File: src/rtl/pipe_ctrl.sv
// pipe_ctrl: ID-stage decoder and hazard unit for the 5-stage, 19-bit-instruction pipeline.
// Decodes IF_ID, stalls against a scoreboard of in-flight writers, resolves transfers in ID.
module pipe_ctrl (
  input  logic        clk,
  input  logic        reset,
  input  logic [18:0] IF_ID_instruction,
  input  logic        C,
  input  logic        Z,
  output logic        mem_write,
  output logic        reg_write,
  output logic        push,
  output logic        pop,
  output logic        alu_use_carry,
  output logic [2:0]  alu_op,
  output logic [1:0]  pc_mux,
  output logic [1:0]  reg_write_mux,
  output logic        alu_in_mux,
  output logic        reg_B_mux,
  output logic        select_c,
  output logic        select_z,
  output logic        write_c,
  output logic        write_z,
  output logic        flush,
  output logic        stall
);

  localparam int unsigned SB_DEPTH = 3;
  localparam int unsigned REG_W    = 3;
  localparam int unsigned OP_W     = 3;

  localparam logic [1:0] PC_SEQ = 2'b00;
  localparam logic [1:0] PC_REL = 2'b01;
  localparam logic [1:0] PC_ABS = 2'b10;
  localparam logic [1:0] PC_STK = 2'b11;

  localparam logic [1:0] WB_ALU = 2'b00;
  localparam logic [1:0] WB_SHF = 2'b01;
  localparam logic [1:0] WB_MEM = 2'b10;

  // Scoreboard entry 0 is EX, 1 is MEM, 2 is WB.
  logic [SB_DEPTH-1:0]            r_sb_valid;
  logic [SB_DEPTH-1:0][REG_W-1:0] r_sb_rd;
  logic [SB_DEPTH-1:0]            r_sb_wflag;
  logic                           r_squash;

  logic [OP_W-1:0]  w_major;
  logic [OP_W-1:0]  w_alu_fn;
  logic [OP_W-1:0]  w_sub;
  logic [REG_W-1:0] w_rd;
  logic [REG_W-1:0] w_rs;
  logic [REG_W-1:0] w_rt;
  logic [REG_W-1:0] w_src_b;
  logic             w_src_a_en;
  logic             w_src_b_en;
  logic             w_is_cond;
  logic             w_taken;

  logic             w_dec_mem_write;
  logic             w_dec_reg_write;
  logic             w_dec_push;
  logic             w_dec_pop;
  logic             w_dec_alu_use_carry;
  logic [OP_W-1:0]  w_dec_alu_op;
  logic [1:0]       w_dec_pc_mux;
  logic [1:0]       w_dec_reg_write_mux;
  logic             w_dec_alu_in_mux;
  logic             w_dec_reg_B_mux;
  logic             w_dec_select_flags;
  logic             w_dec_write_c;
  logic             w_dec_write_z;

  logic             w_transfer;
  logic             w_data_hazard;
  logic             w_flag_hazard;
  logic             w_hazard;
  logic             w_unused;

  assign w_major  = IF_ID_instruction[18:16];
  assign w_alu_fn = IF_ID_instruction[16:14];
  assign w_sub    = IF_ID_instruction[15:13];
  assign w_rd     = IF_ID_instruction[13:11];
  assign w_rs     = IF_ID_instruction[10:8];
  assign w_rt     = IF_ID_instruction[7:5];

  // Immediate and target bits are consumed by the datapath, not here.
  assign w_unused = ^{IF_ID_instruction[4:0], r_sb_wflag[SB_DEPTH-1]};

  // Field decode into the control bundle and the source-register set.
  always_comb begin
    w_dec_mem_write     = 1'b0;
    w_dec_reg_write     = 1'b0;
    w_dec_push          = 1'b0;
    w_dec_pop           = 1'b0;
    w_dec_alu_use_carry = 1'b0;
    w_dec_alu_op        = '0;
    w_dec_pc_mux        = PC_SEQ;
    w_dec_reg_write_mux = WB_ALU;
    w_dec_alu_in_mux    = 1'b0;
    w_dec_reg_B_mux     = 1'b0;
    w_dec_select_flags  = 1'b0;
    w_dec_write_c       = 1'b0;
    w_dec_write_z       = 1'b0;
    w_src_a_en          = 1'b0;
    w_src_b_en          = 1'b0;
    w_src_b             = w_rt;
    w_is_cond           = 1'b0;
    w_taken             = 1'b0;
    case (w_major)
      3'b000, 3'b001, 3'b010, 3'b011: begin
        w_dec_alu_op        = w_alu_fn;
        w_dec_reg_write     = 1'b1;
        w_dec_reg_write_mux = WB_ALU;
        w_dec_alu_use_carry = ~w_alu_fn[2] & w_alu_fn[0];
        w_dec_write_c       = ~w_alu_fn[2];
        w_dec_write_z       = 1'b1;
        w_dec_alu_in_mux    = w_major[1];
        w_src_a_en          = 1'b1;
        w_src_b_en          = ~w_major[1];
      end
      3'b100: begin
        w_dec_reg_write     = 1'b1;
        w_dec_alu_in_mux    = 1'b1;
        w_dec_reg_write_mux = WB_MEM;
        w_src_a_en          = 1'b1;
      end
      3'b101: begin
        w_dec_mem_write  = 1'b1;
        w_dec_reg_B_mux  = 1'b1;
        w_dec_alu_in_mux = 1'b1;
        w_src_a_en       = 1'b1;
        w_src_b_en       = 1'b1;
        w_src_b          = w_rd;
      end
      3'b110: begin
        w_dec_reg_write     = 1'b1;
        w_dec_reg_write_mux = WB_SHF;
        w_dec_select_flags  = 1'b1;
        w_dec_write_c       = 1'b1;
        w_dec_write_z       = 1'b1;
        w_src_a_en          = 1'b1;
      end
      default: begin
        case (w_sub)
          3'b000: w_dec_pc_mux = PC_ABS;
          3'b001: begin
            w_dec_pc_mux = PC_ABS;
            w_dec_push   = 1'b1;
          end
          3'b010: begin
            w_dec_pc_mux = PC_STK;
            w_dec_pop    = 1'b1;
          end
          3'b011: w_dec_pc_mux = PC_SEQ;
          default: begin
            // sub[1] picks C or Z, sub[0] inverts the sense.
            w_is_cond = 1'b1;
            w_taken   = (w_sub[1] ? C : Z) ^ w_sub[0];
            if (w_taken) w_dec_pc_mux = PC_REL;
          end
        endcase
      end
    endcase
  end

  function automatic logic sb_match(input logic [SB_DEPTH-1:0]            valid,
                                    input logic [SB_DEPTH-1:0][REG_W-1:0] rd,
                                    input logic [REG_W-1:0]               src);
    return (valid[0] && (rd[0] == src)) ||
           (valid[1] && (rd[1] == src)) ||
           (valid[2] && (rd[2] == src));
  endfunction

  assign w_transfer    = (w_dec_pc_mux != PC_SEQ);
  assign w_data_hazard = (w_src_a_en && sb_match(r_sb_valid, r_sb_rd, w_rs)) ||
                         (w_src_b_en && sb_match(r_sb_valid, r_sb_rd, w_src_b));
  assign w_flag_hazard = w_is_cond && r_sb_wflag[0];
  assign w_hazard      = w_data_hazard || w_flag_hazard;

  // Cycle decision: squash/reset bubble, hazard stall, or issue.
  always_comb begin
    mem_write     = 1'b0;
    reg_write     = 1'b0;
    push          = 1'b0;
    pop           = 1'b0;
    alu_use_carry = 1'b0;
    alu_op        = '0;
    pc_mux        = PC_SEQ;
    reg_write_mux = WB_ALU;
    alu_in_mux    = 1'b0;
    reg_B_mux     = 1'b0;
    select_c      = 1'b0;
    select_z      = 1'b0;
    write_c       = 1'b0;
    write_z       = 1'b0;
    flush         = 1'b0;
    stall         = 1'b0;
    if (!(reset || r_squash)) begin
      if (w_hazard) begin
        stall = 1'b1;
      end else begin
        mem_write     = w_dec_mem_write;
        reg_write     = w_dec_reg_write;
        push          = w_dec_push;
        pop           = w_dec_pop;
        alu_use_carry = w_dec_alu_use_carry;
        alu_op        = w_dec_alu_op;
        pc_mux        = w_dec_pc_mux;
        reg_write_mux = w_dec_reg_write_mux;
        alu_in_mux    = w_dec_alu_in_mux;
        reg_B_mux     = w_dec_reg_B_mux;
        select_c      = w_dec_select_flags;
        select_z      = w_dec_select_flags;
        write_c       = w_dec_write_c;
        write_z       = w_dec_write_z;
        flush         = w_transfer;
      end
    end
  end

  // Scoreboard shifts every cycle; a bubble or stall pushes an invalid entry.
  always_ff @(posedge clk) begin
    if (reset) begin
      r_squash   <= 1'b1;
      r_sb_valid <= '0;
      r_sb_rd    <= '0;
      r_sb_wflag <= '0;
    end else begin
      r_squash   <= flush;
      r_sb_valid <= {r_sb_valid[SB_DEPTH-2:0], reg_write};
      r_sb_rd    <= {r_sb_rd[SB_DEPTH-2:0], w_rd};
      r_sb_wflag <= {r_sb_wflag[SB_DEPTH-2:0], write_c | write_z};
    end
  end

endmodule

File: config.mk
export PLATFORM = sky130hd
export DESIGN_NAME = pipe_ctrl
export DESIGN_NICKNAME = d
export VERILOG_FILES = /design/src/rtl/pipe_ctrl.sv
export SDC_FILE = /design/constraint.sdc
export NUM_CORES = 1
export LEC_CHECK = 0
export CELL_PAD_IN_SITES_DETAIL_PLACEMENT = 0
export CELL_PAD_IN_SITES_GLOBAL_PLACEMENT = 1
export CORE_UTILIZATION = 25
export CTS_CLUSTER_DIAMETER = 50
export CTS_CLUSTER_SIZE = 30
export DETAILED_ROUTE_END_ITERATION = 6
export HOLD_SLACK_MARGIN = 0.02
export PLACE_DENSITY = 0.7
export SYNTH_ARGS = -nofsm -noshare
export SYNTH_HDL_FRONTEND = slang
export SYNTH_SLANG_ARGS = --single-unit
File: constraint.sdc
create_clock -name clk -period 2.9 [get_ports clk]
set_input_delay 0.29 -clock clk [delete_from_list [all_inputs] [get_ports clk]]
set_output_delay 0.29 -clock clk [all_outputs]
set_load 0.005 [all_outputs]
==> After elaboration in Yosys (flattened, before gate mapping) <==
Index checks and enable logic that the tools add are counted.
{ "classes": {"eq_ne": 15, "mux": 50, "bitwise": 5, "reduce_logical": 26} }
{ "op_table": {"columns": ["op", "count"], "rows": [
  ["two-way mux 1 bit", 36],
  ["equality test 3 bit", 6],
  ["equality test 3 x 2 -> 1 bit, second input constant", 4],
  ["two-way mux 3 bit", 4],
  ["two-way mux 2 bit", 5],
  ["equality test 3 bit, second input constant", 3],
  ["logical AND 1 bit", 9],
  ["OR reduction 4 bit", 2],
  ["logical OR 1 bit", 7],
  ["OR reduction 7 bit", 1],
  ["equality test 3 x 1 -> 1 bit, second input constant", 2],
  ["logical NOT 3 bit", 2],
  ["case mux 1 bit (2 select lines)", 3],
  ["case mux 2 bit (3 select lines)", 1],
  ["OR reduction 6 bit", 1],
  ["OR reduction 5 bit", 1],
  ["case mux 2 bit (2 select lines)", 1],
  ["OR reduction 2 bit", 2],
  ["inverter 1 bit", 2],
  ["nonzero test 2 bit", 1],
  ["bitwise AND 1 bit", 1],
  ["OR 1 bit", 1],
  ["bitwise XOR 1 bit", 1]
]} }
{ "totals": {"regBits": 14, "in_bits": 23, "output_inout_bits": 20, "elab_cells": 102} }

==> Logic depth before layout (Yosys ltp) <==
{ "logic_depth": {"depth_word": 12, "mapped_depth": 9, "ltp_nobuf": 7} }

==> Worst setup path after synthesis <==
Ideal clock, no wire load.
{ "synth_path": {"path_kind": "in2out", "start": "input port IF_ID_instruction[18]", "end": "output port reg_B_mux", "t_arrival_ns": 2.118, "required_ns": 2.610, "path_slack_ns": 0.492, "cell_stages": 9, "path_buffers": 2, "path_cell_list": "buf_6 -> inv_1 -> ha_1 -> or2_2 -> a31oi_2 -> a2111oi_2 -> a32o_2 -> nor4_1 -> buf_4"} }
{ "synth_between": {"elab_chain_cells": 11, "elab_cells_between_ends": 29, "cone_classes": "eq/ne (9); mux (7); reduce/logical (13)"} }
{ "synth_rtl": {"columns": ["element", "line", "text"], "rows": [
  ["start: declaration", "6", "input logic [18:0] IF_ID_instruction,"],
  ["equality test 3 bit", null, null],
  ["two-way mux 3 bit", "108", "case (w_major)"],
  ["equality test 3 bit (on tied branches)", "168, 169", null],
  ["logical AND 1 bit (on tied branches)", "168, 169", null],
  ["logical OR 1 bit", "168", "return (valid[0] && (rd[0] == src)) ||"],
  ["logical OR 1 bit", "169", "(valid[1] && (rd[1] == src)) ||"],
  ["logical AND 1 bit", "175", "(w_src_b_en && sb_match(r_sb_valid, r_sb_rd, w_src_b));"],
  ["logical OR 1 bit", "174", "assign w_data_hazard = (w_src_a_en && sb_match(r_sb_valid, r_sb_rd, w_rs)) ||"],
  ["logical OR 1 bit", "177", "assign w_hazard = w_data_hazard || w_flag_hazard;"],
  ["two-way mux 1 bit (*) (2 in series)", null, null],
  ["end: declaration", "18", "output logic reg_B_mux,"]
]} }
Every way passes the cells marked *; elsewhere a longest branch is shown, timed or not.

==> Final worst setup path <==
{ "layout_path": {"start": "input port IF_ID_instruction[12]", "end": "output port stall"} }
{ "layout_between": {"elab_chain_cells": 10, "elab_cells_between_ends": 14, "cone_classes": "eq/ne (3); mux (3); reduce/logical (8)"} }
{ "layout_rtl": {"columns": ["element", "line", "text"], "rows": [
  ["two-way mux 3 bit (*)", "108", null],
  ["equality test 3 bit (on tied branches)", "168, 169", null],
  ["logical AND 1 bit (on tied branches)", "168, 169", null],
  ["logical OR 1 bit", "168", null],
  ["logical OR 1 bit (*)", "169", null],
  ["logical AND 1 bit (*)", "175", null],
  ["logical OR 1 bit (*)", "174", null],
  ["logical OR 1 bit (*)", "177", null],
  ["two-way mux 1 bit (*)", "198", "if (w_hazard) begin"],
  ["two-way mux 1 bit (*)", "197", "if (!(reset || r_squash)) begin"],
  ["end: declaration", "24", "output logic stall"]
]} }
Marks and branches as above.

==> impl.org <==
** Status
- The run finished with clean final reports.

** Finish
- 0 antenna diodes ended up in the layout.
- Share of post-route cells with drive strength above 1 :: 33.0%
- Register Area :: 280 um^2
- FILL cells :: roughly 430
- At the end of the flow the core is filled with cells to 46.6%.
- Compared with the post-synthesis result, the final layout area differs by 75.1%.
- Non-filler cells, final :: around 260
- After the last flow step, the layout net total stands at 239.
- The multi-input combinational cells in the finished layout cover a total of about 0.0010 mm^2.

** Power
- Static power due to leakage :: approximately 0.86 nW
- The share of total power dissipated in combinational logic is between 30% and 40%.
- Power spread over the standard cell area amounts to between 300 and 400 mW/mm^2.
- In this run switching power makes up between 30% and 40% of total power.
- IR analysis of the VDD net gives a maximum drop of 0.000148 V.
- Internal power comes to approximately 0.44 mW.
- The analysis attributes to net switching a power of 0.194 mW.
- Seq pwr share :: about a third
- Final total power :: approximately 0.63 mW
- Of the total power, the clock network draws between 30% and 40%.

** Setup path
- Data arrives at the worst endpoint at 2.58 ns.
- Critical setup path kind :: primary input to output pin
- Kind of end point of the critical path :: output pin
- Launching element type of the critical path :: primary input
- Required arrival time at the worst endpoint :: roughly 2.6 ns
- Largest fanout on the critical path :: 8

** Routing
- Number of detailed-routing iterations run before antenna repair :: 6
- Wires add up to about 4000 um.
- Using the TritonRoute via totals, the vias-per-cell ratio works out to approximately 5.
- Final ANT Viol Nets :: 0
- Via count :: between 1,000 and 1,500
- After detailed routing, the number of remaining DRC violations is 0.
- Detail-routed net length per standard cell :: ~15 um
- The detailed router finished its first iteration with 77 violations.

** Logic synthesis
- Number of unique standard cell types used by synthesis :: 43
- Most frequent cell after synthesis :: sky130_fd_sc_hd__xnor2_1
- Count of flip-flops with a built-in enable after synthesis :: 0
- Sorting the synthesized cells by how often they occur yields sky130_fd_sc_hd__xnor2_1 (15), sky130_fd_sc_hd__dfxtp_1 (14), sky130_fd_sc_hd__nor2_1 (10), sky130_fd_sc_hd__nand2_1 (9), sky130_fd_sc_hd__nor3_1 (9).
- sky130_fd_sc_hd__dfxtp_1 takes more of the synthesized area than any other cell.
- Sorting the synthesized cells by area gives the leading types as sky130_fd_sc_hd__dfxtp_1 (24%), sky130_fd_sc_hd__xnor2_1 (11%), sky130_fd_sc_hd__nor2b_1 (4.2%).
- Post-synthesis cell count :: between 100 and 150
- The number of nets handed over by synthesis was between 150 and 200.
- Sequential elements use a little under a quarter of the synthesized area.
- Most common flop cell mapped by yosys :: sky130_fd_sc_hd__dfxtp_1
- Counting flops and latches in the post-synthesis netlist gives 14.
- Synthesized area per cell :: 8.05 um^2
- For this run, asynchronously set or reset flops after synthesis account for 0%.
- Cell Area, Synth :: about 0.0012 mm^2
- The Yosys step of the flow raised 0 warnings.
- Synth top area share :: a little under a quarter

** Floorplan
- Pin placement for this block handled 43 I/O pins.
- # rows :: 24
- After floorplanning, the core was sized to cover roughly 0.0044 mm^2.
- Total Die Area :: between 0.005 and 0.006 mm^2
- Height of the die :: just over 70 um
- The initial utilization of the core area, before any placement, comes to a little over a quarter.
- DIE WIDTH :: 70.8 um

** GRT
- The first global-routing pass estimated about 6200 um of wire.
- Global routing finished with a remaining overflow of 0.
- Across every metal layer, demand over resource in global routing totals about 15%.
- Number of global-route vias before repair :: between 1,000 and 1,500
- Number of antenna violations at the first check in global routing :: 0
- Entering global routing, the biggest net connects 12 pins.

** STA
- In this run the tightest slew margin relative to its limit is about three quarters.
- The worst path in the final design needs a cycle of between 2 and 3 ns, including I/O delays and setup.
- The number of hold violations in the final report came to 0.
- Final cycle utilization of the critical path :: 98.9%
- For the final database, setup skew stands at 0.00829 ns.
- Once routing completed, OpenROAD measured the worst setup slack at 0.0332 ns.
- Tightest hold margin :: slightly above 0.4 ns
- Derived from the worst setup path, the maximum achievable clock frequency is between 300 and 400 MHz.
- For the pin with the worst max-slew slack, the measured transition is roughly 0.36 ns.
- Count of final setup violators :: 0
- Number of slew-limit violations in the final report :: 0

** Place
- Half-perimeter wire length of the detailed placement result :: ~2700 um
- OpenSTA, run right after detailed placement, puts the worst setup slack at -0.389 ns.
- The congestion estimate from routability-driven global placement came to between 0.8 and 0.9.
- Number of buffers added on ports :: 37
- In this run, placement finished with an instance count of between 200 and 250.

** Clocking
- The longest clock path from root to sink contains 2 buffers.
- Clock root buffer :: sky130_fd_sc_hd__clkbuf_8
- TritonCTS created 3 clock buffers.
- Number of H-tree levels :: 1
- The clock net in this run drives a total of 14 sinks.
- CTS tree :: yes
- Clock-pin slew was measured on the worst setup and hold paths at 0.07 ns.
- Latest clock arrival within the worst-skew pair :: around 0.26 ns

** Hold path
- The worst hold path belongs to the class primary input to register.

** Run
- Max-cap violation count :: 0
-- final cells by class --
| cell class | count | share of cell area (%) |
|---|---|---|
| repair buffers | 70 | 30.6 |
| well taps | 52 | 3.14 |
| clock buffers | 4 | 2.66 |
| multi-input cells | 116 | 48.6 |
| flip-flops and latches | 14 | 13.5 |
| inverters | 8 | 1.45 |
-- layer usage --
layer	part of all wire [%]	global-route usage, %
met1	41	17.6
met2	53	28.5
met3	4.9	2.85
met4	1.5	5.33
met5	0	0
-- cell families after synthesis --
family	Yosys count	synth area share [%]
fa+ha+maj	3	3.17
simple gates	66	31.2
buf+inv	19	9.20
flops	14	23.7
xor+xnor	18	13.3
compound gates	25	17.8
mux	2	1.69
-- repair_timing --
action                                  in CTS  in global routing
buffers inserted                             1                  8
endpoints found under the setup margin      18                 15
gates resized for setup                     26                 27
pin swaps                                    5                  6
hold buffers                                 0                  0
gates cloned                                 2                  0
-- placed cells by master (no fill, tap or decap), types with 2 or more instances in the layout --
master	count
sky130_fd_sc_hd__a21o_1	2
sky130_fd_sc_hd__a21oi_1	3
sky130_fd_sc_hd__a32o_1	2
sky130_fd_sc_hd__a32o_2	2
sky130_fd_sc_hd__buf_4	29
sky130_fd_sc_hd__buf_6	4
sky130_fd_sc_hd__clkbuf_8	4
sky130_fd_sc_hd__clkdlybuf4s50_1	28
sky130_fd_sc_hd__dfxtp_1	14
sky130_fd_sc_hd__dlymetal6s2s_1	5
sky130_fd_sc_hd__ha_4	3
sky130_fd_sc_hd__inv_1	6
sky130_fd_sc_hd__inv_2	2
sky130_fd_sc_hd__mux2i_1	2
sky130_fd_sc_hd__nand2_1	9
sky130_fd_sc_hd__nand2b_1	3
sky130_fd_sc_hd__nand3_1	2
sky130_fd_sc_hd__nand3_2	2
sky130_fd_sc_hd__nand4_1	7
sky130_fd_sc_hd__nor2_1	9
sky130_fd_sc_hd__nor2b_1	8
sky130_fd_sc_hd__nor3_1	8
sky130_fd_sc_hd__nor3b_1	2
sky130_fd_sc_hd__nor4_1	3
sky130_fd_sc_hd__o221ai_2	2
sky130_fd_sc_hd__xnor2_1	15
sky130_fd_sc_hd__xor2_2	2
-- worst max-delay path, stage by stage --
cell and delay [ns]:
sky130_fd_sc_hd__clkdlybuf4s50_1 0.51, sky130_fd_sc_hd__mux2i_1 0.10, sky130_fd_sc_hd__buf_4 0.16, sky130_fd_sc_hd__a2111oi_4 0.41, sky130_fd_sc_hd__a32o_2 0.33, sky130_fd_sc_hd__buf_6 0.15, sky130_fd_sc_hd__o21a_1 0.12, sky130_fd_sc_hd__clkdlybuf4s50_1 0.50
-- flip-flops by register name (all words and copies together), names as in the netlist --
register and flops:
r_squash 1, r_sb_wflag 1, r_sb_rd 9, r_sb_valid 3
-- path summary, 6_finish.rpt --
| check | cells past startpoint | start | slack, ns | to |
|---|---|---|---|---|
| max | 8 | IF_ID_instruction[12] | 0.03 | stall |
| min reg2reg | 1 | r_sb_valid[0] | 0.53 | r_sb_valid[1] |
| min | 3 | IF_ID_instruction[18] | 0.41 | r_sb_valid[0] |
| max reg2reg | 5 | r_sb_rd[3] | 1.19 | r_sb_wflag[0] |
-- stage by stage --
step	setup TNS, ns	instance area (um^2)
2_1_floorplan	0	1180
3_3_place_gp	-4.17	1720
3_5_place_dp	-5.19	1720
4_1_cts	0	1900
5_1_grt	-0.105	2070
6_report	0	2070
-- power by group through the flow --
stage / Sequential [mW] / Combinational, mW / Clock, mW
global placement: 0.215 / 0.169 / 0
CTS: 0.212 / 0.190 / 0.206
global route: 0.214 / 0.233 / 0.211
floorplan: 0.212 / 0.0899 / 0
finish: 0.213 / 0.216 / 0.202
detailed placement: 0.215 / 0.171 / 0
Power figures use the tool's default switching activity.
